===== src/rtl/shift_pkg.sv =====
// Shared mode and direction encodings for the universal shift register family.
package shift_pkg;

   localparam logic [1:0] MODE_HOLD = 2'b00;
   localparam logic [1:0] MODE_SHR  = 2'b01;
   localparam logic [1:0] MODE_SHL  = 2'b10;
   localparam logic [1:0] MODE_LOAD = 2'b11;

   localparam logic DIR_RIGHT = 1'b0;
   localparam logic DIR_LEFT  = 1'b1;

endpackage


===== src/rtl/univ_shift_reg_if.sv =====
// Control and data bundle for univ_shift_reg; master drives operations, slave is the register.
interface univ_shift_reg_if #(
   parameter int WIDTH = 4
);
   localparam int CNT_W = (WIDTH > 1) ? $clog2(WIDTH) : 1;

   logic             en;
   logic [1:0]       mode;
   logic             serial_in;
   logic [WIDTH-1:0] parallel_in;
   logic [WIDTH-1:0] parallel_out;
   logic             serial_out;
   logic             word_done;
   logic [CNT_W-1:0] shift_cnt;

   modport master (
      output en, mode, serial_in, parallel_in,
      input  parallel_out, serial_out, word_done, shift_cnt
   );

   modport slave (
      input  en, mode, serial_in, parallel_in,
      output parallel_out, serial_out, word_done, shift_cnt
   );

endinterface


===== src/rtl/shift_word_counter.sv =====
// Counts same-direction shifts and emits a registered one-cycle pulse per completed word.
module shift_word_counter #(
   parameter int WIDTH = 4,
   localparam int CNT_W = (WIDTH > 1) ? $clog2(WIDTH) : 1
) (
   input  logic             clk,
   input  logic             reset,
   input  logic             shift,
   input  logic             dir_change,
   input  logic             clear,
   output logic [CNT_W-1:0] shift_cnt,
   output logic             word_done
);

   localparam logic [CNT_W-1:0] LAST = CNT_W'(WIDTH - 1);

   always_ff @(posedge clk) begin
      if (reset) begin
         shift_cnt <= '0;
         word_done <= 1'b0;
      end else if (clear) begin
         shift_cnt <= '0;
         word_done <= 1'b0;
      end else if (shift) begin
         // A reversal abandons the partial word and is itself the first shift of a new one.
         if (dir_change) begin
            shift_cnt <= CNT_W'(1);
            word_done <= 1'b0;
         end else if (shift_cnt == LAST) begin
            shift_cnt <= '0;
            word_done <= 1'b1;
         end else begin
            shift_cnt <= shift_cnt + CNT_W'(1);
            word_done <= 1'b0;
         end
      end else begin
         word_done <= 1'b0;
      end
   end

endmodule


===== src/rtl/univ_shift_reg.sv =====
// Universal WIDTH-bit shift register: hold, shift right, shift left, parallel load, with word counting.
module univ_shift_reg
   import shift_pkg::*;
#(
   parameter int               WIDTH     = 4,
   parameter logic [WIDTH-1:0] RESET_VAL = '0
) (
   input logic             clk,
   input logic             reset,
   univ_shift_reg_if.slave bus
);

   logic [WIDTH-1:0] q;
   logic             dir;
   logic             shift;
   logic             new_dir;
   logic             dir_change;
   logic             clear;

   assign shift      = bus.en && ((bus.mode == MODE_SHR) || (bus.mode == MODE_SHL));
   assign new_dir    = (bus.mode == MODE_SHL) ? DIR_LEFT : DIR_RIGHT;
   assign dir_change = shift && (new_dir != dir);
   assign clear      = bus.en && (bus.mode == MODE_LOAD);

   always_ff @(posedge clk) begin
      if (reset) begin
         q   <= RESET_VAL;
         dir <= DIR_RIGHT;
      end else if (bus.en) begin
         case (bus.mode)
            MODE_SHR: begin
               q   <= {bus.serial_in, q[WIDTH-1:1]};
               dir <= DIR_RIGHT;
            end
            MODE_SHL: begin
               q   <= {q[WIDTH-2:0], bus.serial_in};
               dir <= DIR_LEFT;
            end
            MODE_LOAD: q <= bus.parallel_in;
            default: begin
            end
         endcase
      end
   end

   // Serial output tracks whichever end the last shift was moving toward.
   assign bus.parallel_out = q;
   assign bus.serial_out   = (dir == DIR_LEFT) ? q[WIDTH-1] : q[0];

   shift_word_counter #(
      .WIDTH(WIDTH)
   ) u_counter (
      .clk       (clk),
      .reset     (reset),
      .shift     (shift),
      .dir_change(dir_change),
      .clear     (clear),
      .shift_cnt (bus.shift_cnt),
      .word_done (bus.word_done)
   );

endmodule

===== src/flat_wrapper.sv =====
// flat-port wrapper written by rule: the top's interface ports become plain ports
module univ_shift_reg_flat import shift_pkg::*;
#(
   parameter int               WIDTH     = 4,
   parameter logic [WIDTH-1:0] RESET_VAL = '0
)
  (clk, reset, bus_en, bus_mode, bus_serial_in, bus_parallel_in, bus_parallel_out, bus_serial_out, bus_word_done, bus_shift_cnt);
  univ_shift_reg_if #(.WIDTH(WIDTH)) bus_i ();
  input logic clk;
  input logic reset;
  input wire logic [$bits(bus_i.en)-1:0] bus_en;
  input wire logic [$bits(bus_i.mode)-1:0] bus_mode;
  input wire logic [$bits(bus_i.serial_in)-1:0] bus_serial_in;
  input wire logic [$bits(bus_i.parallel_in)-1:0] bus_parallel_in;
  output wire logic [$bits(bus_i.parallel_out)-1:0] bus_parallel_out;
  output wire logic [$bits(bus_i.serial_out)-1:0] bus_serial_out;
  output wire logic [$bits(bus_i.word_done)-1:0] bus_word_done;
  output wire logic [$bits(bus_i.shift_cnt)-1:0] bus_shift_cnt;
  assign bus_i.en = bus_en;
  assign bus_i.mode = bus_mode;
  assign bus_i.serial_in = bus_serial_in;
  assign bus_i.parallel_in = bus_parallel_in;
  assign bus_parallel_out = bus_i.parallel_out;
  assign bus_serial_out = bus_i.serial_out;
  assign bus_word_done = bus_i.word_done;
  assign bus_shift_cnt = bus_i.shift_cnt;
  univ_shift_reg #(.WIDTH(WIDTH), .RESET_VAL(RESET_VAL)) u_core (.clk(clk), .reset(reset), .bus(bus_i));
endmodule

===== config.mk =====
export PLATFORM = sky130hd
export DESIGN_NAME = univ_shift_reg_flat
export DESIGN_NICKNAME = d
export VERILOG_FILES = /design/src/rtl/shift_pkg.sv /design/src/rtl/univ_shift_reg_if.sv /design/src/rtl/shift_word_counter.sv /design/src/rtl/univ_shift_reg.sv /design/src/flat_wrapper.sv
export SDC_FILE = /design/constraint.sdc
export NUM_CORES = 1
export LEC_CHECK = 0
export BUFFER_PORTS_ARGS = -buffer_cell sky130_fd_sc_hd__buf_2
export CORE_AREA = 2 2 39 41
export CTS_BUF_LIST = sky130_fd_sc_hd__clkbuf_8 sky130_fd_sc_hd__clkbuf_16
export DETAILED_ROUTE_END_ITERATION = 10
export DIE_AREA = 0 0 41 43
export PLACE_DENSITY = 0.57
export SETUP_SLACK_MARGIN = 0.2
export SYNTH_ARGS = -nofsm -noshare
export SYNTH_HDL_FRONTEND = slang
export SYNTH_SLANG_ARGS = --single-unit

===== constraint.sdc =====
create_clock -name clk -period 1.86 [get_ports clk]
set_clock_uncertainty 0.05 [all_clocks]
set_input_delay 0.093 -clock clk [delete_from_list [all_inputs] [get_ports clk]]
set_output_delay 0.093 -clock clk [all_outputs]
set_load 0.05 [all_outputs]

==> impl_metrics.csv <==
group,metric,value,unit
die,pin_count,18,
timing,hold_violations,0,
timing,tightest_slew,0.468,ns
die,rows,14,
placed_design,io_buffers,17,
layout,layout_common_cells,"17 x buf_2, 8 x dfxtp_1, 7 x nand2_1",
layout,num_antenna_cells,0,
critical_path,startpoint_type,"register",
die,dieArea,1760,µm²
timing,setup_violations,0,
pwr,p_leak,0.269,nW
synthesis,synth_cells,51,
clock_tree,ctsHoldBuffers,0,
timing,tns,0,ns
pwr,power.density,890,nW/µm²
die,core_area,1380,µm²
hold_path,min_from,"reset",
synthesis,seq_area_frac_synth,0.363,
detailed_routing,post_drt_wl_per_cell,11.3,µm
clock_tree,cts_setup_buffers,0,
clock_tree,cts_root_buffer,"clkbuf_8",
layout,final_common_cell,"buf_2",
clock_tree,numCtsBuffers,3,
critical_path,path_class,"register to output port",
global_routing,antenna_found_initial,0,
global_routing,gr-total-overflow,0,
clock_tree,insertion_delay,0.22,ns
detailed_routing,viasPerCell,4.85,
clock_tree,cts_resized,0,
timing,whs,0.0665,ns
detailed_routing,wl_met1,466,µm
detailed_routing,dr.pass1.iters,4,
critical_path,crit_fanout,3,
critical_path,r2r_start,"u_core.u_counter.shift_cnt[0]",
detailed_routing,top_layer_used,"met4",
global_routing,grt_pass1_vias,381,
synthesis,synth_warnings,0,
placed_design,finalWeightedCongestion,0.785,
clock_tree,htreeDepth,1,
timing,slew_viol_final,0,
detailed_routing,route.met3.wl,26,µm
detailed_routing,drt_iter0_markers,3,
global_routing,grt_usage,0.134,
timing,min_period,1.33,ns
global_routing,grt_pass1_wl,1560,µm
layout,fin_nets,85,
status,status,"finished clean",
detailed_routing,met2_wirelength,452,µm
critical_path,arrival,1.19,ns
placed_design,hpwl,772,µm
timing,relSlewSlack,0.687,
critical_path,crit_required,1.72,ns
synthesis,synth_area,442,µm²
timing,rsz0062_at_grt,"false",
die,start_util,0.319,
detailed_routing,drt_wl_total,961,µm
clock_tree,cts_tree,"done",
timing,post-route-period-util,0.715,
detailed_routing,antenna_left,0,
die,die_x,41,µm
synthesis,synth_area_per_cell,8.66,µm²
detailed_routing,vias,412,
clock_tree,clk_pin_slew,0.04,ns
global_routing,grt_max_degree,9,
synthesis,synth_cell_types,17,
critical_path,critPathCaptureType,"output port",
pwr,ir_worst_vdd,310,µV
flow_run,max_cap_viol_count,0,
timing,fmax,752,MHz
die,die_h,43,µm
synthesis,synth_fp_nets,65,
layout,layout-drive-gt1-share,0.319,
synthesis,ys_ff_latch,8,
clock_tree,cts_buffer_depth,2,
hold_path,hp-class,"input port to register",
critical_path,startpoint,"u_core.dir",
layout,syn_to_final_growth,28.9,%
detailed_routing,remaining_drc_errors,0,
clock_tree,cts_sinks,8,
-- area by class of cell --
class	instances	area (µm²)
Multi-Input combinational cell	38	251
Sequential cell	8	160
Fill cell	151	815
Inverter	3	11.3
Tap cell	16	20.0
Clock buffer	3	41.3
Timing Repair Buffer	17	85.1
-- metrics by stage --
stage / total power, mW / util / worst slack [ns] / instance area (µm²) / std cells
2_1_floorplan: 0.277 / - / 0.379 / 442 / 51
3_3_place_gp: 0.306 / 0.382 / 0.543 / 528 / 82
3_5_place_dp: 0.307 / 0.382 / 0.548 / 528 / 82
4_1_cts: 0.511 / 0.411 / 0.520 / 569 / 85
5_1_grt: 0.527 / 0.411 / 0.500 / 569 / 85
6_report: 0.506 / 0.411 / 0.530 / 569 / 85
-- worst max-delay path: stages (launching register included) --
cell and delay [ns]:
dfxtp_1 0.40, mux2_2 0.35, buf_2 0.21
-- final timing paths --
| path | end | slack (ns) | depth (start not counted) |
|---|---|---|---|
| worst min register to register | u_core.u_counter.shift_cnt[1] | 0.43 | 2 |
| worst max-delay path | bus_serial_out | 0.53 | 2 |
| worst min-delay path | u_core.bus.parallel_out[1] | 0.07 | 2 |
| worst max register to register | u_core.u_counter.shift_cnt[1] | 0.60 | 4 |
-- power by group --
| part | switching (mW) | total (mW) | internal [mW] |
|---|---|---|---|
| combinational | 0.0756 | 0.110 | 0.0347 |
| sequential | 0.0103 | 0.193 | 0.182 |
| clock | 0.0636 | 0.203 | 0.140 |
| total | 0.149 | 0.506 | 0.357 |
-- state kept, by name (all words and copies together) (netlist names) --
| signal | count |
|---|---|
| u_core.dir | 1 |
| u_core.u_counter.shift_cnt | 2 |
| u_core.u_counter.word_done | 1 |
| u_core.bus.parallel_out | 4 |
-- metal layers --
metal | GRT usage | vias up
li1 | - | 218
met1 | 0.192 | 185
met2 | 0.166 | 7
met3 | 0.0157 | 2
met4 | 0.120 | 0
met5 | 0 | -
-- cells in the mapped netlist --
cell,n,area [µm²]
a21o_1,1,7.51
a21oi_1,3,15.0
a22oi_1,4,30.0
a311oi_1,4,35.0
buf_4,1,7.51
buf_6,1,11.3
dfxtp_1,8,160
ha_1,4,50.1
inv_1,3,11.3
mux2_2,1,11.3
nand2_1,7,26.3
nand3_1,2,10.0
nor2_1,6,22.5
nor2b_1,1,6.26
nor3_1,3,15.0
or3_1,1,6.26
xor2_2,1,16.3
-- cells by family after synthesis --
kind of cell	after synthesis	synth area share
AND/OR/NAND/NOR	20	0.195
XOR/XNOR	1	0.0368
flip-flops	8	0.363
buffers and inverters	5	0.0680
multiplexers	1	0.0255
adder cells (fa/ha/maj)	4	0.113
AO/OA/AOI/OAI	12	0.198
No activity file was read; power rests on OpenSTA's default activity.
